**src/rtl/div_pkg.sv**
```systemverilog
// rtl/div_pkg.sv - shared width, state encoding and two's-complement helper for the divide sequencer
package div_pkg;

    localparam int DIV_WIDTH = 32;
    localparam logic [DIV_WIDTH-1:0] DIV_ZERO_Q = 32'hFFFF_FFFF;

    typedef logic [1:0] div_state_t;

    localparam div_state_t ST_IDLE   = 2'd0;
    localparam div_state_t ST_LAUNCH = 2'd1;
    localparam div_state_t ST_WAIT   = 2'd2;
    localparam div_state_t ST_DONE   = 2'd3;

    function automatic logic [DIV_WIDTH-1:0] twos_neg(input logic [DIV_WIDTH-1:0] x);
        return ~x + {{(DIV_WIDTH-1){1'b0}}, 1'b1};
    endfunction

endpackage

```
**src/rtl/div_sign_fix.sv**
```systemverilog
// rtl/div_sign_fix.sv - operand magnitudes and conditional quotient negate for signed divides
module div_sign_fix
    import div_pkg::*;
(
    input  logic [DIV_WIDTH-1:0] op_a,
    input  logic [DIV_WIDTH-1:0] op_b,
    input  logic                 op_signed,
    input  logic [DIV_WIDTH-1:0] q_in,
    input  logic                 q_neg,
    output logic [DIV_WIDTH-1:0] mag_a,
    output logic [DIV_WIDTH-1:0] mag_b,
    output logic [DIV_WIDTH-1:0] q_out
);

    // |0x8000_0000| stays 0x8000_0000, which the core treats as a plain unsigned value
    assign mag_a = (op_signed && op_a[DIV_WIDTH-1]) ? twos_neg(op_a) : op_a;
    assign mag_b = (op_signed && op_b[DIV_WIDTH-1]) ? twos_neg(op_b) : op_b;
    assign q_out = q_neg ? twos_neg(q_in) : q_in;

endmodule

```
**src/rtl/divide_sequencer.sv**
```systemverilog
// rtl/divide_sequencer.sv - request/response front end for the iterative divider core
// Optional signed support is built when SIGNED_DIV_EN is defined.
module divide_sequencer
    import div_pkg::*;
#(
    parameter int DIV_LATENCY = 33
)
(
    input  logic        clk,
    input  logic        reset,
    input  logic        req_valid,
    output logic        req_ready,
    input  logic [31:0] req_a,
    input  logic [31:0] req_b,
    input  logic        req_signed,
    output logic        rsp_valid,
    input  logic        rsp_ready,
    output logic [31:0] rsp_q,
    output logic        rsp_dz,
    output logic        div_clr,
    output logic [31:0] div_a,
    output logic [31:0] div_b,
    input  logic [31:0] div_q
);

    div_state_t            state;
    logic [5:0]            cnt;
    logic [DIV_WIDTH-1:0]  mag_a;
    logic [DIV_WIDTH-1:0]  mag_b;
    logic [DIV_WIDTH-1:0]  q_fixed;

`ifdef SIGNED_DIV_EN
    logic sign_a;
    logic sign_b;
    logic op_signed;
    logic q_neg;

    assign q_neg = op_signed && (sign_a != sign_b);

    div_sign_fix u_sign_fix (
        .op_a      (req_a),
        .op_b      (req_b),
        .op_signed (req_signed),
        .q_in      (div_q),
        .q_neg     (q_neg),
        .mag_a     (mag_a),
        .mag_b     (mag_b),
        .q_out     (q_fixed)
    );

    always_ff @(posedge clk or negedge reset) begin
        if (!reset) begin
            sign_a    <= 1'b0;
            sign_b    <= 1'b0;
            op_signed <= 1'b0;
        end else if (state == ST_IDLE && req_valid) begin
            sign_a    <= req_a[DIV_WIDTH-1];
            sign_b    <= req_b[DIV_WIDTH-1];
            op_signed <= req_signed;
        end
    end
`else
    logic unused_req_signed;

    assign unused_req_signed = req_signed;
    assign mag_a             = req_a;
    assign mag_b             = req_b;
    assign q_fixed           = div_q;
`endif

    assign req_ready = (state == ST_IDLE);
    assign rsp_valid = (state == ST_DONE);
    assign div_clr   = (state != ST_WAIT);

    always_ff @(posedge clk or negedge reset) begin
        if (!reset) begin
            state  <= ST_IDLE;
            cnt    <= 6'd0;
            rsp_q  <= '0;
            rsp_dz <= 1'b0;
            div_a  <= '0;
            div_b  <= '0;
        end else begin
            case (state)
                ST_IDLE: begin
                    if (req_valid) begin
                        // Zero divisor never runs the core; the result is known immediately
                        if (req_b == '0) begin
                            rsp_q  <= DIV_ZERO_Q;
                            rsp_dz <= 1'b1;
                            state  <= ST_DONE;
                        end else begin
                            div_a <= mag_a;
                            div_b <= mag_b;
                            state <= ST_LAUNCH;
                        end
                    end
                end
                ST_LAUNCH: begin
                    cnt   <= 6'd0;
                    state <= ST_WAIT;
                end
                ST_WAIT: begin
                    cnt <= cnt + 6'd1;
                    if (cnt == 6'(DIV_LATENCY - 1)) begin
                        rsp_q  <= q_fixed;
                        rsp_dz <= 1'b0;
                        state  <= ST_DONE;
                    end
                end
                ST_DONE: begin
                    if (rsp_ready) begin
                        state <= ST_IDLE;
                    end
                end
                default: state <= ST_IDLE;
            endcase
        end
    end

endmodule

```
**config.mk**
```make
export PLATFORM = sky130hd
export DESIGN_NAME = divide_sequencer
export DESIGN_NICKNAME = d
export VERILOG_FILES = /design/src/rtl/div_pkg.sv /design/src/rtl/div_sign_fix.sv /design/src/rtl/divide_sequencer.sv
export SDC_FILE = /design/constraint.sdc
export NUM_CORES = 1
export LEC_CHECK = 0
export BUFFER_PORTS_ARGS = -buffer_cell sky130_fd_sc_hd__buf_4
export CORE_MARGIN = 4
export CORE_UTILIZATION = 43
export CTS_CLUSTER_SIZE = 14
export DETAILED_ROUTE_END_ITERATION = 16
export PLACE_DENSITY = 0.79
export SETUP_SLACK_MARGIN = 0.5
export SKIP_CTS_REPAIR_TIMING = 1
export SLEW_MARGIN = 20
export SYNTH_ARGS = -nofsm -noshare
export SYNTH_HDL_FRONTEND = slang
export SYNTH_SLANG_ARGS = --single-unit
```
**constraint.sdc**
```tcl
create_clock -name clk -period 1.9 [get_ports clk]
set_input_delay 0.095 -clock clk [delete_from_list [all_inputs] [get_ports clk]]
set_output_delay 0.095 -clock clk [all_outputs]
set_load 0.05 [all_outputs]
```
==> results of run 1 <==
==> worst min-delay path, stage by stage <==
cell	delay [ps]
buf_4	90
o221ai_4	110
nand2_1	80
o21ai_1	60
==> through the flow <==
stage               setup slack (ps)  TNS, ps
finish                         29.07        0
CTS                            3.846        0
detailed placement            -52.82   -832.7
global placement              -26.35   -26.35
floorplan                      214.5        0
global route                  -31.38   -202.6
==> cells in the final DEF (no fill, tap or decap), types with 2 or more instances in the layout <==
master | Yosys | routed
inv_1 | 6 | 3
nand2_4 | 0 | 2
nand2_8 | 0 | 2
clkbuf_8 | 0 | 9
o31a_1 | 32 | 32
nand3_4 | 1 | 2
ha_4 | 0 | 3
inv_6 | 0 | 3
o21ai_1 | 0 | 2
mux2_4 | 60 | 60
mux2_2 | 6 | 6
nor4_2 | 0 | 3
inv_2 | 1 | 3
dfrtp_1 | 105 | 104
nor4_1 | 8 | 5
nor2_1 | 2 | 2
dlygate4sd3_1 | 0 | 97
buf_12 | 6 | 7
buf_4 | 0 | 223
nand4_1 | 3 | 3
nand3_1 | 4 | 4
buf_6 | 0 | 3
nand2_1 | 10 | 9
a21o_1 | 32 | 32
clkinv_2 | 0 | 2
o21ai_0 | 8 | 5
clkbuf_16 | 0 | 3
==> final timing paths <==
path / start / to / slack [ps] / depth (start not counted)
max in group asynchronous: reset / state[1] / 1130 / 3
worst max-delay path: cnt[1] / rsp_dz / 30 / 7
worst min-delay path: rsp_ready / state[0] / 120 / 4
worst max register to register: cnt[1] / rsp_dz / 30 / 7
worst min register to register: div_a[14] / div_a[14] / 520 / 1
min in group asynchronous: reset / rsp_q[4] / 360 / 3
==> cell type report <==
| type | count | share of cell area |
|---|---|---|
| repair buffers | 334 | 0.3658 |
| flip-flops and latches | 105 | 0.3309 |
| multi-input cells | 185 | 0.2526 |
| well taps | 136 | 0.02142 |
| clock buffers | 9 | 0.01559 |
| clock inverters | 7 | 0.009764 |
| inverters | 7 | 0.003937 |
==> registers in the layout, summed over array words and instances, names as in the netlist <==
| name | cells |
|---|---|
| div_a | 32 |
| cnt | 6 |
| div_b | 32 |
| rsp_dz | 1 |
| state | 2 |
| rsp_q | 32 |
==> power breakdown <==
| part | switching (mW) | internal (mW) | total [mW] |
|---|---|---|---|
| logic | 5.89 | 3.94 | 9.83 |
| clock network | 0.775 | 0.627 | 1.40 |
| registers | 0.714 | 3.27 | 3.99 |
==> metal layers <==
layer | GRT usage | routed length, µm | vias to the layer above
met5 | 0 | 0 | -
met4 | 0.05689 | 290 | 0
met3 | 0.03396 | 606 | 27
met2 | 0.3012 | 7810 | 121
met1 | 0.2076 | 5464 | 1933
li1 | - | - | 1810
==> cell families (layout without fill, tap and decap cells) <==
group                      count (synthesis)  in the layout  synth area share
buffers and inverters                     28            357           0.04637
xor gates and xnor gates                   1              1          0.001877
muxes                                     66             66            0.2074
adders and majority gates                  5              5           0.01340
AOI/OAI and AO/OA                         77             77            0.1284
DFF                                      105            105            0.5629
and+or+nand+nor                           33             36           0.03967
==> flow_summary.toml, run 1 <==
[clock_tree]
numCtsBuffers = 9
clk_pin_slew_ps = 100
tritoncts = "built"
htree_levels = 3
cts_sinks = 105
insertion_delay_ps = 360
clk_path_buf_depth = 2
cts_root_buffer = "clkbuf_8"

[routing]
finalWirelength_um = 14170
initialDrtViolationCount = 285
vias = 3891
wl_per_cell_um = 18.10
dr.pass1.iters = 4
antenna_left = 0
drc = 0
via_per_inst = 4.969

[critical_path]
end_kind = "register"
startpoint_type = "register"
arrival_ps = 2120
cp_slowest_cell = "dfrtp_1"
critPathTopFamily = "simple AND/OR/NAND/NOR gates"
crit_path_max_incr_delay_ps = 410
path_cells = "inv_1 > ha_4 > nand2_4 > o41ai_4 > and2_4 > nand2_8 > mux2_2"
worst_ep_required_time_ps = 2150
critPathKind = "register to register"
cp_max_fo = 17
path_buf_inv = 1

[timing]
hold_slack_ps = 117.1
period_needed_ps = 1871
drv_slew = 0
finalSetupViolCount = 0
hold_violations = 0
fmax_mhz = 534.5
period_share = 0.9847
slew_headroom = 0.6403
tightestPinTransition_ps = 539.6
skew_ps = 10.55
rsz0062_at_grt = "true"

[placement]
placed_cell_area_mm2 = 0.006347
hpwl_um = 8108
dp.cells = 644
gp_congestion = 0.7715
io_buffers = 199

[yosys]
synth_area_leader_cell = "dfrtp_1"
synth_seq_area_share = 0.5629
synth_top_cell_area_share = 0.5629
synth_edf_count = 0
ys_types = 29
async_reset_ff_frac = 1.000
yosys_register_bits = 105
synth_nets = 421
yosys-top-cells-count = "dfrtp_1 (105), mux2_4 (60), a21o_1 (32), o31a_1 (32), buf_2 (11)"
ys.flop_type = "dfrtp_1"
synth_warnings = 0
postSynthAreaPerCell_um2 = 14.82
syn_area_mm2 = 0.004668
syn-instance-count = 315
yosysMostFrequentCell = "dfrtp_1"
ys_top_cells_by_area = "dfrtp_1 (56%), mux2_4 (19%), o31a_1 (6.0%)"

[run_status]
outcome = "completed"

[finish]
fin_util = 0.7594
final_net_count = 748
stdcell_area_mm2 = 0.007945
multi_input_area_mm2 = 0.002007
num_antenna_cells = 0
seqCellArea_mm2 = 0.002629
final_cells = 783
areaGrowthSynthToFinish_pct = 70.20
fill_cells = 633
layout-drive-gt1-share = 0.5301

[power_and_ir_drop]
irDropWorstVdd_uv = 1407
finalPower_mw = 15.22
p_leak_nw = 3.757
powerDensity_mw_per_mm2 = 1916

[die]
fp.dieW_um = 112.2
dieArea_mm2 = 0.01259
initial_core_util = 0.4462
ios = 201
placementRows = 37
coreArea_mm2 = 0.01046
die_h_um = 112.2

[global_route]
antenna_found_initial = 0
grt_overflow = 0
grt_first_pass_wirelength_um = 17520
grt_usage = 0.1701
grt_pass1_vias = 3495
grt_max_degree = 106

[worst_hold_path]
hp-class = "input port to register"

[job]
maxCapViolations = 0
Note: power is estimated with default switching activity, not from simulation.
==> inputs of run 2 (changes only) <==
- BUFFER_PORTS_ARGS: -buffer_cell sky130_fd_sc_hd__buf_4 -> unset
- CORE_UTILIZATION: 43 -> 57
- CTS_CLUSTER_DIAMETER: unset -> 100
- DONT_BUFFER_PORTS: unset -> 1
- PLACE_DENSITY: 0.79 -> 0.78
==> flow_summary.toml, run 2 (synthesis results as in run 1) <==
[finish]
num_antenna_cells = 0
final_net_count = 555
areaGrowthSynthToFinish_pct = 41.41
top_regs = "div_a: 32 flops, div_b: 32 flops, rsp_q: 32 flops"
layout-drive-gt1-share = 0.3282
mostFrequentLayoutCells = "dfrtp_1 (104), dlygate4sd3_1 (96), mux2_4 (66)"
final_common_cell = "dfrtp_1"

[clock_tree]
insertion_delay_ps = 370
cts_root_buffer = "clkbuf_8"
tritoncts = "built"
cts_sinks = 105
htree_levels = 3
clk_path_buf_depth = 2
clk_pin_slew_ps = 110
numCtsBuffers = 9

[worst_hold_path]
hp-class = "input port to async pin"

[routing]
via_per_inst = 6.027
antenna_left = 0
wl_per_cell_um = 25.63
finalWirelength_um = 14250
vias = 3351
dr.pass1.iters = 6
initialDrtViolationCount = 199
drc = 0

[timing]
finalSetupTns_ps = -74.08
finalSetupViolCount = 4
skew_ps = 16.16
hold_slack_ps = -593.3
rsz0062_at_grt = "true"
period_needed_ps = 1933
period_share = 1.017
final.setup.worst_slack_ps = -32.92
fmax_mhz = 517.4
tightestPinTransition_ps = 679.3
hold_violations = 105
slew_headroom = 0.5454
drv_slew = 0

[critical_path]
critPathTopFamily = "compound AO/OA/AOI/OAI gates"
r2r_setup_slack_ps = -30
cp_slowest_cell = "dfrtp_1"
rr_startpoint = "cnt[0]"
cp_max_fo = 8
arrival_ps = 2230
r2r_cells = 9
timing.rr.end = "rsp_q[12]"
startpoint_type = "register"
crit_path_max_incr_delay_ps = 430
path_buf_inv = 3
worst_ep_required_time_ps = 2200
path_cells = "inv_2 > ha_4 > nand2_4 > o41ai_4 > and2_4 > buf_12 > clkbuf_16 > a21o_1 > o31a_1"
end_kind = "register"
path_depth = 9
critPathKind = "register to register"

[power_and_ir_drop]
netSwitchingPower_mw = 7.352
p_sw_frac = 0.5218
finalPower_mw = 14.09
irDropWorstVdd_uv = 1154
pwr-share-clk = 0.101
combPwrFrac = 0.352
powerDensity_mw_per_mm2 = 2134
power.internal_mw = 6.737
p_leak_nw = 2.926
seqPwrFrac = 0.547

[global_route]
grt_max_degree = 106
grt_overflow = 0
grt_usage = 0.1995
antenna_found_initial = 0
grt_first_pass_wirelength_um = 15390
grt_pass1_vias = 2875

[die]
coreArea_mm2 = 0.007848
ios = 201
dieArea_mm2 = 0.009701
die_h_um = 98.50
initial_core_util = 0.5949
placementRows = 32
fp.dieW_um = 98.50

[job]
maxCapViolations = 0

[run_status]
outcome = "complete, but fails checks"
failed_checks = "hold timing, setup timing"

[placement]
gp_congestion = 0.7406
io_buffers = 0
hpwl_um = 7031
[run 2: cell count changes in the layout (fill, tap and decap cells not counted), sizes merged]
cell          change
clkinv            -1
buf             -198
clkinvlp          +1
dlygate4sd3       -1
dlymetal6s2s      -1
clkbuf            +5
nand2             +2
[run 2: power by group through the flow]
stage	sequential [mW]	clock, mW	combinational (mW)
2_1_floorplan	7.39	0	2.98
3_5_place_dp	7.68	0	3.23
3_3_place_gp	7.65	0	3.10
5_1_grt	7.80	1.54	5.22
6_report	7.71	1.43	4.95
4_1_cts	7.65	1.43	3.24
[run 2: worst register-to-register path, delay by kind of cell (launching register included)]
kind                       cells  cell delay [ps]
and+or+nand+nor                2              310
AOI/OAI and AO/OA              3              610
DFF                            1              430
buffers and inverters          3              390
adders and majority gates      1              140
[run 2: how the worst max path moves through the flow]
stage          slack, ps         to      from
2_1_floorplan        210  rsp_q[15]  state[0]
3_3_place_gp          30  div_a[25]  req_b[5]
3_5_place_dp           4  rsp_q[28]    cnt[0]
4_1_cts              -70  rsp_q[28]    cnt[0]
5_1_grt              -90     rsp_dz    cnt[0]
6_report             -30  rsp_q[12]    cnt[0]
[run 2: layout make-up]
class,instances,area [µm²]
flip-flops and latches,105,2629
multi-input cells,187,2038
repair buffers,139,1573
fillers,383,1246
well taps,102,127.6
clock buffers,9,123.9
clock inverters,7,76.32
inverters,7,33.78
[run 2: metrics by stage]
stage                     hold WS, ps    util  worst slack (ps)  instance area [µm²]  std cells
final                          -593.3  0.8412            -32.92                 6601        556
after CTS                      -599.7  0.6350            -66.16                 4984        425
after detailed placement       -198.5  0.6095             3.689                 4783        409
after floorplan                -200.6       -             214.5                 4743        315
after global placement         -198.5  0.6095             30.42                 4783        409
after global routing           -623.9  0.8412            -86.01                 6601        556
[run 2: routing by layer]
| metal | GRT usage | wire length (µm) | up-vias |
|---|---|---|---|
| li1 | - | - | 1430 |
| met3 | 0.09200 | 1141 | 30 |
| met4 | 0.03992 | 287 | 0 |
| met1 | 0.2308 | 4959 | 1697 |
| met2 | 0.3432 | 7861 | 194 |
| met5 | 0 | 0 | - |
==> inputs of run 3 (changes only) <==
- PLACE_DENSITY: 0.78 -> 0.82
- SETUP_SLACK_MARGIN: 0.5 -> unset
==> flow_summary.toml, run 3 (synthesis results as in run 1) <==
[job]
maxCapViolations = 0

[run_status]
failed_checks = "hold timing"
outcome = "complete, but fails checks"

[global_route]
grt_overflow = 0
grt_pass1_vias = 2823
grt_max_degree = 106
grt_usage = 0.2125
grt_first_pass_wirelength_um = 16220
antenna_found_initial = 0

[critical_path]
arrival_ps = 2070
worst_ep_required_time_ps = 2140
critPathKind = "register to register"
timing.rr.end = "rsp_q[28]"
r2r_setup_slack_ps = 70
rr_startpoint = "cnt[0]"
r2r_cells = 8
cp_max_fo = 28
end_kind = "register"
startpoint_type = "register"

[placement]
io_buffers = 0
gp_congestion = 0.8394
post-place-ws_ps = -12.06
dp.cells = 412
hpwl_um = 7511

[timing]
drv_slew = 0
final.setup.worst_slack_ps = 72.05
period_share = 0.9621
hold_slack_ps = -588.6
period_needed_ps = 1828
skew_ps = 17.87
tightestPinTransition_ps = 551.5
slew_headroom = 0.6323
finalSetupViolCount = 0
hold_violations = 105
fmax_mhz = 547.1

[finish]
fin_util = 0.7596
seqCellArea_mm2 = 0.002628
areaGrowthSynthToFinish_pct = 27.69
top_regs = "div_a: 32 flops, div_b: 32 flops, rsp_q: 32 flops"
final_common_cell = "dfrtp_1"
final_net_count = 524
fill_cells = 477
final_cells = 525
mostFrequentLayoutCells = "dfrtp_1 (105), dlygate4sd3_1 (96), mux2_4 (60)"
layout-drive-gt1-share = 0.2553
num_antenna_cells = 0
multi_input_area_mm2 = 0.001839

[clock_tree]
clk_pin_slew_ps = 110
cts_root_buffer = "clkbuf_8"
tritoncts = "built"
htree_levels = 3
insertion_delay_ps = 360
clk_path_buf_depth = 2
cts_sinks = 105
numCtsBuffers = 9

[routing]
wl_per_cell_um = 23.40
dr.pass1.iters = 4
via_per_inst = 5.766
drt-met1-wl_um = 4472
top_layer = "met4"
antenna_left = 0
met3_length_um = 771
vias = 3027
finalWirelength_um = 12290
initialDrtViolationCount = 101
wl_met2_um = 6774
drc = 0

[die]
ios = 201
dieArea_mm2 = 0.009701
initial_core_util = 0.5949
fp.dieW_um = 98.50
coreArea_mm2 = 0.007848
die_h_um = 98.50
placementRows = 32

[worst_hold_path]
hp-class = "input port to async pin"
-- run 3: changes by cell type in the layout (fill, tap and decap cells not counted), sizes merged --
cell / before / now
clkinvlp: 1 / 0
clkbuf: 17 / 9
bufinv: 1 / 0
nand3: 6 / 5
clkinv: 2 / 4
nand2: 15 / 11
buf: 35 / 17
-- run 3: metrics by stage --
stage / cell area, µm² / TNS (ps)
2_1_floorplan: 4671 / 0
3_3_place_gp: 4766 / 0
3_5_place_dp: 4766 / -13.18
4_1_cts: 4976 / -450.6
5_1_grt: 5961 / -932.2
6_report: 5961 / 0
-- run 3: layout make-up --
cell class | count | share of cell area
Tap cell | 102 | 0.02141
Sequential cell | 105 | 0.4408
Timing Repair Buffer | 113 | 0.1895
Clock inverter | 7 | 0.01448
Inverter | 7 | 0.004408
Multi-Input combinational cell | 182 | 0.3086
Clock buffer | 9 | 0.02078
-- run 3: layer usage --
metal / GRT usage / up-vias
met5: 0 / -
met2: 0.3666 / 118
li1: - / 1355
met3: 0.06865 / 20
met1: 0.2460 / 1534
met4: 0.08403 / 0
-- run 3: how the worst max path moves through the flow --
stage	from	to	slack [ps]
CTS	cnt[0]	rsp_q[29]	-50
global placement	cnt[0]	rsp_q[0]	20
finish	cnt[0]	rsp_q[28]	70
detailed placement	cnt[0]	rsp_q[29]	-10
floorplan	state[0]	rsp_q[15]	40
global route	cnt[0]	rsp_q[13]	-50
-- run 3: worst max-delay path: stages, from the launching register on --
cell and delay (ps):
dfrtp_1 410, inv_1 100, ha_1 150, nand2_1 60
o41ai_2 260, and2_4 220, nand2_2 90, buf_12 180
o31a_1 250
Power of run 3 is left out: the tool's default activity adds up to more than one toggle a clock period on the data nets, which glitch-free logic cannot reach.
